[src/rtl/seq_alu.sv]
// ---------------------------------------------------------------------------
// seq_alu : multi-cycle ALU with a Start/Busy/Done handshake.
//   Logic, add/sub and compare ops complete on the accepting edge.
//   MUL runs shift-add, one multiplier bit per clock, for WIDTH clocks.
//
// Ports
//   CLK           rising-edge clock
//   RST           asynchronous active-low reset
//   Start         request, sampled only while Busy=0
//   A, B          operands, latched on the accepting edge
//   ALU_FUNC      opcode, latched with the operands
//   ALU_OUT       registered result, held until the next completion
//   Zero_Flag     registered, set when the newly written ALU_OUT is 0
//   Overflow_Flag registered overflow of the last completed operation
//   Busy          high while a multiply is in flight
//   Done          one-cycle completion pulse
//
// state   | meaning
// --------+-------------------------------------------------------------
// IDLE    | ready; single-cycle ops complete here, MUL loads and leaves
// MUL_RUN | shift-add iterations in progress, Start ignored
// ---------------------------------------------------------------------------
module seq_alu #(
  parameter int WIDTH = 32
) (
  input  logic             CLK,
  input  logic             RST,
  input  logic             Start,
  input  logic [WIDTH-1:0] A,
  input  logic [WIDTH-1:0] B,
  input  logic [2:0]       ALU_FUNC,
  output logic [WIDTH-1:0] ALU_OUT,
  output logic             Zero_Flag,
  output logic             Overflow_Flag,
  output logic             Busy,
  output logic             Done
);

  localparam int CW = $clog2(WIDTH + 1);

  localparam logic [2:0] OP_AND  = 3'b000;
  localparam logic [2:0] OP_OR   = 3'b001;
  localparam logic [2:0] OP_ADD  = 3'b010;
  localparam logic [2:0] OP_XOR  = 3'b011;
  localparam logic [2:0] OP_SUB  = 3'b100;
  localparam logic [2:0] OP_MUL  = 3'b101;
  localparam logic [2:0] OP_SLT  = 3'b110;
  localparam logic [2:0] OP_SLTU = 3'b111;

  typedef enum logic {IDLE, MUL_RUN} state_t;

  state_t             state_q;
  logic [2*WIDTH-1:0] acc_q;
  logic [2*WIDTH-1:0] mcand_q;
  logic [WIDTH-1:0]   mplier_q;
  logic [CW-1:0]      cnt_q;

  logic [WIDTH-1:0]   res_d;
  logic               ovf_d;
  logic [WIDTH-1:0]   sum;
  logic [WIDTH-1:0]   diff;
  logic [2*WIDTH-1:0] acc_d;

  assign sum  = A + B;
  assign diff = A - B;

  // The multiplicand register is pre-shifted each step, so adding it
  // directly is the "shifted by iteration index" partial product.
  assign acc_d = acc_q + (mplier_q[0] ? mcand_q : '0);

  always_comb begin
    res_d = '0;
    ovf_d = 1'b0;
    case (ALU_FUNC)
      OP_AND:  res_d = A & B;
      OP_OR:   res_d = A | B;
      OP_XOR:  res_d = A ^ B;
      OP_ADD: begin
        res_d = sum;
        ovf_d = (A[WIDTH-1] == B[WIDTH-1]) && (sum[WIDTH-1] != A[WIDTH-1]);
      end
      OP_SUB: begin
        res_d = diff;
        ovf_d = (A[WIDTH-1] != B[WIDTH-1]) && (diff[WIDTH-1] != A[WIDTH-1]);
      end
      OP_SLT:  res_d = {{(WIDTH-1){1'b0}}, ($signed(A) < $signed(B))};
      OP_SLTU: res_d = {{(WIDTH-1){1'b0}}, (A < B)};
      default: res_d = '0;
    endcase
  end

  always_ff @(posedge CLK or negedge RST) begin
    if (!RST) begin
      state_q       <= IDLE;
      acc_q         <= '0;
      mcand_q       <= '0;
      mplier_q      <= '0;
      cnt_q         <= '0;
      ALU_OUT       <= '0;
      Zero_Flag     <= 1'b1;
      Overflow_Flag <= 1'b0;
      Busy          <= 1'b0;
      Done          <= 1'b0;
    end else begin
      Done <= 1'b0;
      case (state_q)
        IDLE: begin
          if (Start) begin
            if (ALU_FUNC == OP_MUL) begin
              acc_q    <= '0;
              mcand_q  <= {{WIDTH{1'b0}}, A};
              mplier_q <= B;
              cnt_q    <= CW'(WIDTH);
              Busy     <= 1'b1;
              state_q  <= MUL_RUN;
            end else begin
              ALU_OUT       <= res_d;
              Zero_Flag     <= (res_d == '0);
              Overflow_Flag <= ovf_d;
              Done          <= 1'b1;
            end
          end
        end
        MUL_RUN: begin
          acc_q    <= acc_d;
          mcand_q  <= mcand_q << 1;
          mplier_q <= mplier_q >> 1;
          cnt_q    <= cnt_q - CW'(1);
          if (cnt_q == CW'(1)) begin
            ALU_OUT       <= acc_d[WIDTH-1:0];
            Zero_Flag     <= (acc_d[WIDTH-1:0] == '0);
            Overflow_Flag <= |acc_d[2*WIDTH-1:WIDTH];
            Done          <= 1'b1;
            Busy          <= 1'b0;
            state_q       <= IDLE;
          end
        end
        default: state_q <= IDLE;
      endcase
    end
  end

endmodule

[config.mk]
export PLATFORM = sky130hd
export DESIGN_NAME = seq_alu
export DESIGN_NICKNAME = d
export VERILOG_FILES = /design/src/rtl/seq_alu.sv
export SDC_FILE = /design/constraint.sdc
export NUM_CORES = 1
export LEC_CHECK = 0
export ABC_AREA = 1
export CORE_MARGIN = 2
export CORE_UTILIZATION = 45
export CTS_BUF_LIST = sky130_fd_sc_hd__clkbuf_4 sky130_fd_sc_hd__clkbuf_8
export CTS_CLUSTER_DIAMETER = 40
export DETAILED_ROUTE_END_ITERATION = 10
export PLACE_DENSITY = 0.67
export SLEW_MARGIN = 20
export SYNTH_ARGS = -nofsm -noshare
export SYNTH_HDL_FRONTEND = slang
export SYNTH_SLANG_ARGS = --single-unit
[constraint.sdc]
create_clock -name CLK -period 2.9 [get_ports CLK]
set_clock_uncertainty 0.2 [all_clocks]
set_input_delay 0.58 -clock CLK [delete_from_list [all_inputs] [get_ports CLK]]
set_output_delay 0.58 -clock CLK [all_outputs]
set_load 0.05 [all_outputs]
==> reports/summary.txt, run 1 <==
status = finished with violations
failing checks = setup timing
post-route ant nets = 0
RSZ-0062 raised after global routing = true
H-tree depth = 2
Pwr per Cell Area = 614 nW/µm²
Least-Margin Pin Slew = 0.677 ns
Chip Width = 219 µm
final hold vios = 0
Ant. Diodes = 0
share of cells above drive strength 1 = 28.1%
Congestion Overflow GR = 0
CTS sink cnt = 203
TNS Setup = -3.76 ns
Min Hold Slack = 0.225 ns
Clock Pin Slew Worst Setup and Hold Paths = 0.07 ns
max-slew violations = 0
post-synthesis register bit count = 203
Tcrit/Tclk final = 121%
CP Max Fanout = 20
reg2reg path depth = 24
worst vdd ir = 0.739 mV
gpl congestion = 1.07
Initial Util = 45.7%
post-route setup slack = -0.617 ns
syn avg cell area = 5.99 µm²
routed wire length = 92,000 µm
cell count after synthesis = 3,479
# IOs = 106
std cell rows = 78
GRT Total Usage = 37.7%
clock buffer depth = 3
Post-route DRC = 0
clock buffer count from CTS = 46
WP data arrival = 3.84 ns
Crit. End Element = flip-flop
fin crit period = 3.52 ns
Clk Latency, worst-skew pair = 0.70 ns
Post-synth EDFFs = 0
max frequency = 284 MHz
data required time at the worst endpoint = 3.22 ns
Setup violations, final = 28
Async SR Flop Fraction = 100%
Syn Std Cell Area = 20,800 µm²
layout net count = 4,494
largest net degree at the start of global routing = 62
worst flop-to-flop path endpoint = Overflow_Flag
first-pass GRT wire length = 138,000 µm
Vias = 25,859
DP HPWL = 73,400 µm
initial antenna violation count = 1
DRT Pass-1 Iters = 8
Routed wire per std cell = 18.8 µm
max-cap viol count = 0
sequential area share after synthesis = 24.4%
type of origin of the critical path = flip-flop
core area = 45,600 µm²
Initial DRC Count = 2,076
Die Area = 48,000 µm²
r2r setup slk = -0.62 ns
synth unique cells = 47
Net Count, Synth = 3,716
Power, Total = 18.9 mW
DP Worst Slack = -0.985 ns
area delta synth->final = 47.6%
Slew headroom = 54.9%
Die Y = 219 µm
Synth Warn # = 0
critical path class = reg -> reg
R2R Path Start = mplier_q[0]
vias in the first global route = 24,952
HP Class = in -> async
Leak = 17.0 nW
via-per-instance ratio = 5.29
Post-synth top flop = dfrtp_1
fillers = 4,218
number of port buffers = 105
root buffer cell = clkbuf_8
CTS tree = built
-- sequential cells by signal (all words and copies together) (netlist names) --
signal,cells
cnt_q,6
state_q,1
Done,1
acc_q,64
Overflow_Flag,1
Zero_Flag,1
Busy,1
mplier_q,32
mcand_q,64
ALU_OUT,32
-- metrics by stage --
step,utilization [%],area (µm²),instances
2_1_floorplan,-,20800,3479
3_3_place_gp,60.9,27800,4800
3_5_place_dp,60.9,27800,4800
4_1_cts,65.5,29900,4888
5_1_grt,67.5,30800,4891
6_report,67.5,30800,4891
-- power breakdown --
| group | total (mW) | switching (mW) | internal [mW] |
|---|---|---|---|
| combinational | 10.3 | 5.95 | 4.31 |
| sequential | 4.64 | 0.812 | 3.83 |
| clock | 3.98 | 1.57 | 2.41 |
| total | 18.9 | 8.33 | 10.5 |
-- worst max-delay path: stages (launching register included) --
cell and delay [ns]:
dfrtp_2 0.48, buf_12 0.19, nand2_1 0.07, inv_1 0.07, ha_4 0.30, buf_4 0.11, nand2_2 0.07, nor2_2 0.14
inv_1 0.09, nor2_1 0.18, buf_4 0.16, nand2_1 0.06, nand2_1 0.05, nand2_1 0.12, nand3_1 0.14, nand2_1 0.05
nand2_1 0.09, nand2_1 0.06, nor2_1 0.13, nand2_1 0.07, nor2_1 0.10, buf_4 0.15, nand3_1 0.11, nand2_2 0.13
nand2_1 0.05
-- layout by cell type, fill, tap and decap left out, drive strengths merged, types with 104 or more instances in the layout --
cell	n
ha	164
nand3	207
nand2	1240
nor2	312
inv	642
clkdlybuf4s50	104
a21oi	156
o21ai	112
dfrtp	202
buf	726
-- worst max-delay path by stage --
| stage | start | endpoint | slack [ns] | depth (start not counted) |
|---|---|---|---|---|
| 6_report | mplier_q[0] | Overflow_Flag | -0.62 | 24 |
| 4_1_cts | mplier_q[0] | Overflow_Flag | -0.55 | 23 |
| 3_3_place_gp | A[2] | Zero_Flag | -0.97 | 22 |
| 3_5_place_dp | A[2] | Zero_Flag | -0.99 | 22 |
| 2_1_floorplan | mplier_q[0] | Overflow_Flag | 0.02 | 21 |
| 5_1_grt | mplier_q[0] | Overflow_Flag | -0.77 | 25 |
-- layer usage --
layer / wire (µm) / part of all wire, % / up-vias / global-route usage [%]
met3: 6610 / 7.2 / 239 / 5.97
met1: 38300 / 42 / 12129 / 48.0
met4: 4540 / 4.9 / 0 / 16.8
li1: - / - / 12507 / -
met2: 42500 / 46 / 984 / 62.8
met5: 0 / 0 / - / 0
-- what timing repair did --
item                                    4_1_cts  5_1_grt
endpoints found under the setup margin       68       77
gates resized for setup                     212      220
pin swaps                                    30       20
hold buffers                                  1        0
hold endpoints to repair                     53        0
setup buffers                                 8        5
-- cell usage after synthesis (8+ instances only) --
cell type / count / share of area (%)
a21oi_1: 153 / 3.7
a31oi_1: 31 / 0.93
buf_1: 13 / 0.23
buf_2: 19 / 0.46
buf_4: 15 / 0.54
buf_6: 8 / 0.43
clkbuf_1: 46 / 0.83
dfrtp_1: 202 / 24
ha_1: 164 / 9.8
inv_1: 630 / 11
inv_2: 8 / 0.14
nand2_1: 1234 / 22
nand3_1: 202 / 4.9
nand3b_1: 18 / 0.65
nand4_1: 38 / 1.1
nor2_1: 296 / 5.3
nor2_2: 14 / 0.42
nor3_1: 29 / 0.70
o211ai_1: 16 / 0.58
o21ai_0: 109 / 2.6
o21bai_1: 18 / 0.65
o221ai_1: 53 / 2.2
o22ai_1: 55 / 1.7
or2_2: 19 / 0.57
xnor2_1: 21 / 0.88
xor2_1: 13 / 0.55
-- layout make-up --
| class | instances | area (µm²) | area share (%) |
|---|---|---|---|
| Clock buffer | 62 | 785 | 2.55 |
| Clock inverter | 20 | 317 | 1.03 |
| Inverter | 642 | 2410 | 7.85 |
| Multi-Input combinational cell | 2533 | 14600 | 47.5 |
| Sequential cell | 203 | 5080 | 16.5 |
| Tap cell | 600 | 751 | 2.44 |
| Timing Repair Buffer | 831 | 6800 | 22.1 |
-- cells by family after synthesis --
| group | count (synthesis) | synth area share [%] |
|---|---|---|
| XOR/XNOR | 34 | 1.43 |
| adder cells (fa/ha/maj) | 167 | 10.1 |
| buffers and inverters | 743 | 14.1 |
| AO/OA/AOI/OAI | 448 | 12.8 |
| AND/OR/NAND/NOR | 1884 | 37.2 |
| flip-flops | 203 | 24.4 |
Power figures use the tool's default switching activity.
==> run 2: changes to the inputs <==
- CORE_UTILIZATION: 45 -> 61
- DONT_BUFFER_PORTS: unset -> 1
- PLACE_DENSITY: 0.67 -> 0.82
- TNS_END_PERCENT: unset -> 100
==> run 2 against run 1 <==
Synthesized cell count is the same; the flow now stops in global routing; area after synthesis is the same.
==> reports/summary.txt, run 2 <==
Yosys top cell area share = 24.3% (unchanged)
status = aborted with a tool error (was finished with violations)
largest net degree at the start of global routing = 204
gpl congestion = 1.14 (was 1.07)
DP HPWL = 68,900 µm (was 73,400 µm)
ranking of synthesized cells by area = dfrtp_1, nand2_1, inv_1 (unchanged)
Yosys top cell by area = dfrtp_1 (unchanged)
clock buffer depth = 3 (unchanged)
top-count cell post-synth = nand2_1 (unchanged)
Async SR Flop Fraction = 100% (unchanged)
Congestion Overflow GR = 10
GRT Total Usage = 74.2%
clock buffer count from CTS = 43 (was 46)
number of port buffers = 0 (was 105)
syn avg cell area = 5.99 µm² (unchanged)
Commonest cells post-synth = nand2_1, inv_1, nor2_1, dfrtp_1, nand3_1 (unchanged)
H-tree depth = 2 (unchanged)
stage reached = global routing
Die Y = 189 µm (was 219 µm)
std cell rows = 67 (was 78)
synth unique cells = 47 (unchanged)
cell count after synthesis = 3,479 (unchanged)
Post-synth EDFFs = 0 (unchanged)
DP Area = 25,000 µm² (was 27,800 µm²)
Initial Util = 62.0% (was 45.7%)
# IOs = 106 (unchanged)
Synth Warn # = 0 (unchanged)
worst ep type = register data pin
Net Count, Synth = 3,716 (unchanged)
Err = [ERROR GRT-0232] Routing congestion too high. Check the congestion heatmap in the GUI.
post-synthesis register bit count = 203 (unchanged)
CTS sink cnt = 203 (unchanged)
Syn Std Cell Area = 20,800 µm² (unchanged)
root buffer cell = clkbuf_8 (unchanged)
GRT worst endpoint = Zero_Flag$_DFFE_PN1P_/D
Post-synth top flop = dfrtp_1 (unchanged)
sequential area share after synthesis = 24.4% (unchanged)
Chip Width = 189 µm (was 219 µm)
==> run 2: what timing repair did <==
item                       CTS
hold endpoints to repair   222
pin swaps                   32
hold buffers                19
gates resized for setup    193
buffers inserted            11
setup endpoints to repair   61
==> run 2: kinds of logic after synthesis <==
kind of cell	Yosys count	share of synthesized area, %
simple gates	1884	37.2
flops	203	24.4
buf+inv	743	14.1
fa+ha+maj	167	10.1
compound gates	448	12.8
xor+xnor	34	1.43
==> run 2: through the flow <==
| stage | instances | hold WS [ns] | utilization [%] | setup TNS (ns) | setup WS (ns) |
|---|---|---|---|---|---|
| 2_1_floorplan | 3479 | 0.0844 | - | 0 | 0.0187 |
| 3_3_place_gp | 4361 | 0.0881 | 74.5 | -7.11 | -0.573 |
| 3_5_place_dp | 4361 | 0.0886 | 74.5 | -7.55 | -0.635 |
| 4_1_cts | 4467 | -0.582 | 81.0 | -0.924 | -0.319 |
==> run 2: routing by layer <==
| metal | GRT overflow | track usage (%) |
|---|---|---|
| met1 | 0 | 73.9 |
| met2 | 4 | 91.6 |
| met3 | 1 | 59.0 |
| met4 | 5 | 70.9 |
| met5 | 0 | 36.8 |
==> run 3: changes to the inputs <==
- CORE_UTILIZATION: 61 -> 40
- CTS_BUF_LIST: sky130_fd_sc_hd__clkbuf_4 sky130_fd_sc_hd__clkbuf_8 -> unset
- CTS_CLUSTER_DIAMETER: 40 -> unset
- PLACE_DENSITY: 0.82 -> unset
- PLACE_DENSITY_LB_ADDON: unset -> 0.15
- clock period: 2.9 -> 3.77 ns (I/O delays scaled with it)
==> run 3 against run 2 <==
The flow now finishes, with violations (hold timing).
==> reports/summary.txt, run 3 (synthesis gave the netlist of run 1 again) <==
status = finished with violations (was aborted with a tool error)
failing checks = hold timing
vias in the first global route = 22,119
final hold vios = 202
largest net degree at the start of global routing = 204
area delta synth->final = 12.5%
TNS Setup = 0 ns
Congestion Overflow GR = 0
Slowest Stage Delay on Critical Path = 0.44 ns
Setup violations, final = 0
CTS tree = built
std cell rows = 83 (was 67)
Routed wire per std cell = 20.0 µm
Chip Width = 232 µm (was 189 µm)
root buffer cell = clkbuf_16 (was clkbuf_8)
worst flop-to-flop path endpoint = Overflow_Flag
fin crit period = 3.62 ns
Vias = 22,577
r2r setup slk = 0.15 ns
Clock Pin Slew Worst Setup and Hold Paths = 0.07 ns
HP Class = in -> async
type of origin of the critical path = flip-flop
H-tree depth = 1 (was 2)
max-slew violations = 0
Post-route DRC = 0
reg2reg path depth = 21
worst vdd ir = 0.325 mV
DP HPWL = 70,000 µm (was 68,900 µm)
Least-Margin Pin Slew = 1.01 ns
Leak = 13.4 nW
Slew headroom = 32.8%
Initial Util = 40.5% (was 62.0%)
number of port buffers = 0 (unchanged)
Die Area = 53,900 µm²
Tcrit/Tclk final = 96.0%
Min Hold Slack = -0.319 ns
Crit. End Element = flip-flop
Pwr per Cell Area = 506 nW/µm²
core area = 51,400 µm²
R2R Path Start = mplier_q[0]
top flop regs = acc_q: 64 flops, mcand_q: 64 flops
Die Y = 232 µm (was 189 µm)
first-pass GRT wire length = 130,000 µm
clock buffer count from CTS = 26 (was 43)
Clk Latency, worst-skew pair = 0.58 ns
worst path cell trace = buf_12 -> nand2_1 -> inv_1 -> ha_1 -> nand2_1 -> buf_4 -> nor2_1 -> nand2_2 -> nor2_1 -> nand3_1 -> nand3_1 -> nand2_1 -> nand2_1 -> nand2_1 -> nor2_1 -> nand2_1 -> nor2_1 -> buf_4 -> nand3_1 -> nand2_1 -> nand2_1
WP data arrival = 3.89 ns
CTS sink cnt = 203 (unchanged)
via-per-instance ratio = 5.29
layout net count = 3,806
post-route setup slack = 0.151 ns
CP delay by family, top = simple AND/OR/NAND/NOR gates
CP Max Fanout = 21
critical path class = reg -> reg
routed wire length = 85,600 µm
max-cap viol count = 0
share of cells above drive strength 1 = 8.44%
Ant. Diodes = 0
cell at the slowest stage of the critical path = dfrtp_2
# IOs = 106 (unchanged)
clock buffer depth = 3 (unchanged)
max frequency = 276 MHz
most common cell after layout, fill and taps aside = nand2_1
data required time at the worst endpoint = 4.04 ns
DRT Pass-1 Iters = 6
GRT Total Usage = 31.7%
initial antenna violation count = 1
DP Worst Slack = 0.0894 ns (was -0.635 ns)
Initial DRC Count = 1,902
CP Buf/Inv Count = 4
CP most frequent cell = nand2_1
post-route ant nets = 0
most frequent cells in the layout = nand2_1, inv_1, nor2_1, dfrtp_1, nand3_1
gpl congestion = 1.02 (was 1.14)
==> run 3: worst max path at each step <==
stage	start	depth (start not counted)	slack [ns]	end
floorplan	mplier_q[0]	24	0.85	Overflow_Flag
global placement	mplier_q[0]	22	0.07	Overflow_Flag
detailed placement	mplier_q[0]	23	0.09	Overflow_Flag
CTS	mplier_q[0]	23	0.08	Overflow_Flag
global route	mplier_q[0]	25	-0.006	Overflow_Flag
finish	mplier_q[0]	21	0.15	Overflow_Flag
==> run 3: repair_timing <==
action,CTS,global route
hold endpoints to repair,203,203
buffers inserted,0,1
gates resized for setup,0,26
setup endpoints to repair,0,2
==> run 3: worst register-to-register path, delay by kind of cell (launching register included) <==
kind / cells / cell delay [ns]
buffers and inverters: 4 / 0.55
adders and majority gates: 1 / 0.38
DFF: 1 / 0.44
and+or+nand+nor: 16 / 1.96
==> run 3: through the flow <==
stage / total power [mW] / std cells / util, % / hold WS [ns] / instance area [µm²]
after floorplan: 7.17 / 3479 / - / 0.248 / 20800
after global routing: 12.6 / 4269 / 45.6 / -0.361 / 23400
after detailed placement: 9.20 / 4220 / 43.7 / 0.270 / 22500
after global placement: 9.20 / 4220 / 43.7 / 0.268 / 22500
final: 11.9 / 4269 / 45.6 / -0.319 / 23400
after CTS: 11.8 / 4268 / 45.4 / -0.350 / 23400
==> run 3: layout make-up <==
type | count | area, µm²
multi-input combinational | 2533 | 12900
inverter | 642 | 2410
clock inverter | 13 | 141
timing repair buffer | 163 | 1310
fill | 5735 | 28000
sequential | 203 | 5080
tap | 680 | 851
clock buffer | 35 | 724
==> run 3: power by group <==
group	switching (mW)	internal (mW)	leakage (nW)	total, mW
logic	3.29	1.79	10.4	5.08
clock network	1.07	1.49	0.418	2.56
registers	1.29	2.93	2.63	4.22
==> run 3: per-layer routing <==
layer / GRT usage, % / vias to the layer above / wire length (µm)
met2: 52.0 / 815 / 38400
met4: 11.7 / 0 / 3560
met1: 41.2 / 10494 / 36700
met3: 5.77 / 161 / 6880
met5: 0 / - / 0
li1: - / 11107 / -
==> run 4: changes to the inputs <==
- clock period: 3.77 -> 4.7 ns (I/O delays scaled with it)
==> run 4 against run 3 <==
The run still ends with hold timing left; sequential cell count unchanged; register-to-register slack improved by 0.61 ns; wire length decreased by 4.1%; critical path depth decreased by 1; clock power decreased by 13%; critical path type unchanged; critical endpoint unchanged; largest cell class unchanged.
==> reports/summary.txt, run 4 (synthesis gave the netlist of run 1 again) <==
failing checks = hold timing (unchanged)
largest net degree at the start of global routing = 204 (unchanged)
Setup violations, final = 0 (unchanged)
Power, Total = 9.25 mW (was 11.9 mW)
DRT Pass-1 Iters = 8 (was 6)
data required time at the worst endpoint = 4.98 ns (was 4.04 ns)
share of cells above drive strength 1 = 4.28% (was 8.44%)
R2R Path Start = mplier_q[0] (unchanged)
Chip Width = 232 µm (unchanged)
WP data arrival = 4.22 ns (was 3.89 ns)
Vias = 21,758 (was 22,577)
post-route ant nets = 0 (unchanged)
H-tree depth = 1 (unchanged)
# IOs = 106 (unchanged)
routed wire length = 82,100 µm (was 85,600 µm)
top flop regs = acc_q: 64 flops, mcand_q: 64 flops (unchanged)
root buffer cell = clkbuf_16 (unchanged)
Die Y = 232 µm (unchanged)
Initial Util = 40.5% (unchanged)
Leak = 12.8 nW (was 13.4 nW)
PostCTS Resize Cnt = 0 (unchanged)
Crit. End Element = flip-flop (unchanged)
max frequency = 254 MHz (was 276 MHz)
max-slew violations = 0 (unchanged)
CP Max Fanout = 30 (was 21)
max-cap viol count = 0 (unchanged)
Slew headroom = 22.7% (was 32.8%)
RSZ-0062 raised after global routing = false
clock buffer count from CTS = 26 (unchanged)
Routed wire per std cell = 19.8 µm (was 20.0 µm)
number of port buffers = 0 (unchanged)
most common cell after layout, fill and taps aside = nand2_1 (unchanged)
final hold vios = 202 (unchanged)
DP HPWL = 66,800 µm (was 70,000 µm)
CTS tree = built (unchanged)
critical path class = reg -> reg (unchanged)
CTS sink cnt = 203 (unchanged)
reg2reg path depth = 20 (was 21)
via-per-instance ratio = 5.26 (was 5.29)
area delta synth->final = 7.22% (was 12.5%)
Die Area = 53,900 µm² (unchanged)
GRT Total Usage = 30.4% (was 31.7%)
std cell rows = 83 (unchanged)
worst flop-to-flop path endpoint = Overflow_Flag (unchanged)
cell at the slowest stage of the critical path = dfrtp_2 (unchanged)
status = finished with violations (unchanged)
layout net count = 3,673 (was 3,806)
r2r setup slk = 0.76 ns (was 0.15 ns)
HP Class = in -> async (unchanged)
worst vdd ir = 0.243 mV (was 0.325 mV)
worst path cell trace = buf_4 -> nand2_1 -> inv_1 -> ha_1 -> nand2_1 -> nor2_1 -> nand2_1 -> nor4_1 -> buf_4 -> nand2_1 -> nand2_1 -> nand2_1 -> nand2_1 -> nand2_1 -> nor2_1 -> nand2_1 -> nor2_1 -> nand3_1 -> nand2_1 -> nand2_1 (was buf_12 -> nand2_1 -> inv_1 -> ha_1 -> nand2_1 -> buf_4 -> nor2_1 -> nand2_2 -> nor2_1 -> nand3_1 -> nand3_1 -> nand2_1 -> nand2_1 -> nand2_1 -> nor2_1 -> nand2_1 -> nor2_1 -> buf_4 -> nand3_1 -> nand2_1 -> nand2_1)
Post-route DRC = 0 (unchanged)
Clock Pin Slew Worst Setup and Hold Paths = 0.07 ns (about the same)
fillers = 5,714 (was 5,735)
CP delay by family, top = simple AND/OR/NAND/NOR gates (unchanged)
CP most frequent cell = nand2_1 (unchanged)
most frequent cells in the layout = nand2_1, inv_1, nor2_1, nand3_1, dfrtp_1 (was nand2_1, inv_1, nor2_1, dfrtp_1, nand3_1)
vias in the first global route = 20,943 (was 22,119)
Finished Core Util = 43.5% (was 45.6%)
Min Hold Slack = -0.144 ns (was -0.319 ns)
Least-Margin Pin Slew = 1.15 ns (was 1.01 ns)
Clk Latency, worst-skew pair = 0.59 ns (was 0.58 ns)
first-pass GRT wire length = 125,000 µm (was 130,000 µm)
CP Buf/Inv Count = 3 (was 4)
Slowest Stage Delay on Critical Path = 0.78 ns (was 0.44 ns)
type of origin of the critical path = flip-flop (unchanged)
Congestion Overflow GR = 0 (unchanged)
core area = 51,400 µm² (unchanged)
Initial DRC Count = 2,125 (was 1,902)
Pwr per Cell Area = 414 nW/µm² (was 506 nW/µm²)
TNS Setup = 0 ns (unchanged)
initial antenna violation count = 4 (was 1)
gpl congestion = 1.04 (was 1.02)
clock buffer depth = 3 (unchanged)
fin crit period = 3.94 ns (was 3.62 ns)
Tcrit/Tclk final = 83.9% (was 96.0%)
==> run 4: cell types whose count changed in the layout (fill, tap and decap cells not counted), sizes merged <==
cell    before  now
buf        163   30
inv        640  642
diode        0    2
clkinv      10    9
clkbuf      35   31
bufinv       2    5
==> run 4: how the worst max path moves through the flow <==
| stage | from | to | slack (ns) | depth (start not counted) |
|---|---|---|---|---|
| floorplan | A[0] | Zero_Flag | 1.60 | 18 |
| global route | mplier_q[0] | Overflow_Flag | 0.46 | 21 |
| CTS | mplier_q[0] | Overflow_Flag | 0.83 | 20 |
| global placement | mplier_q[0] | Overflow_Flag | 0.86 | 20 |
| detailed placement | A[8] | ALU_OUT[25] | 0.83 | 15 |
| finish | mplier_q[0] | Overflow_Flag | 0.76 | 20 |
==> run 4: layout make-up <==
class / count / area, µm² / share of cell area [%]
Clock buffer: 31 / 679 / 3.04
Tap cell: 680 / 851 / 3.81
Sequential cell: 203 / 5080 / 22.8
Antenna cell: 2 / 5.00 / 0.0224
Timing Repair Buffer: 30 / 225 / 1.01
Clock inverter: 17 / 246 / 1.10
Multi-Input combinational cell: 2533 / 12800 / 57.5
Inverter: 642 / 2410 / 10.8
==> run 4: repair_timing <==
action / CTS / global route
hold endpoints to repair: 202 / 202
buffers inserted: 0 / 0
endpoints found under the setup margin: 0 / 0
==> run 4: power by group <==
group	leakage [nW]	switching, mW	internal (mW)
clock network	0.445	0.910	1.32
logic	9.69	2.47	1.17
registers	2.63	1.04	2.35
total	12.8	4.42	4.83
==> run 4: through the flow <==
stage                     setup slack [ns]  cell area (µm²)  std cells
final                                0.757            22300       4138
after CTS                            0.825            22300       4136
after floorplan                       1.60            20800       3479
after global placement               0.859            21400       4088
after global routing                 0.455            22300       4136
after detailed placement             0.827            21400       4088
==> run 4: layer usage <==
| layer | wire length (µm) | share of wire, % | up-vias | global-route usage, % |
|---|---|---|---|---|
| met1 | 35900 | 44 | 10029 | 40.6 |
| met5 | 23 | 0.028 | - | 0 |
| met3 | 6670 | 8.1 | 157 | 6.36 |
| met4 | 3370 | 4.1 | 4 | 11.0 |
| met2 | 36100 | 44 | 735 | 48.2 |
| li1 | - | - | 10833 | - |
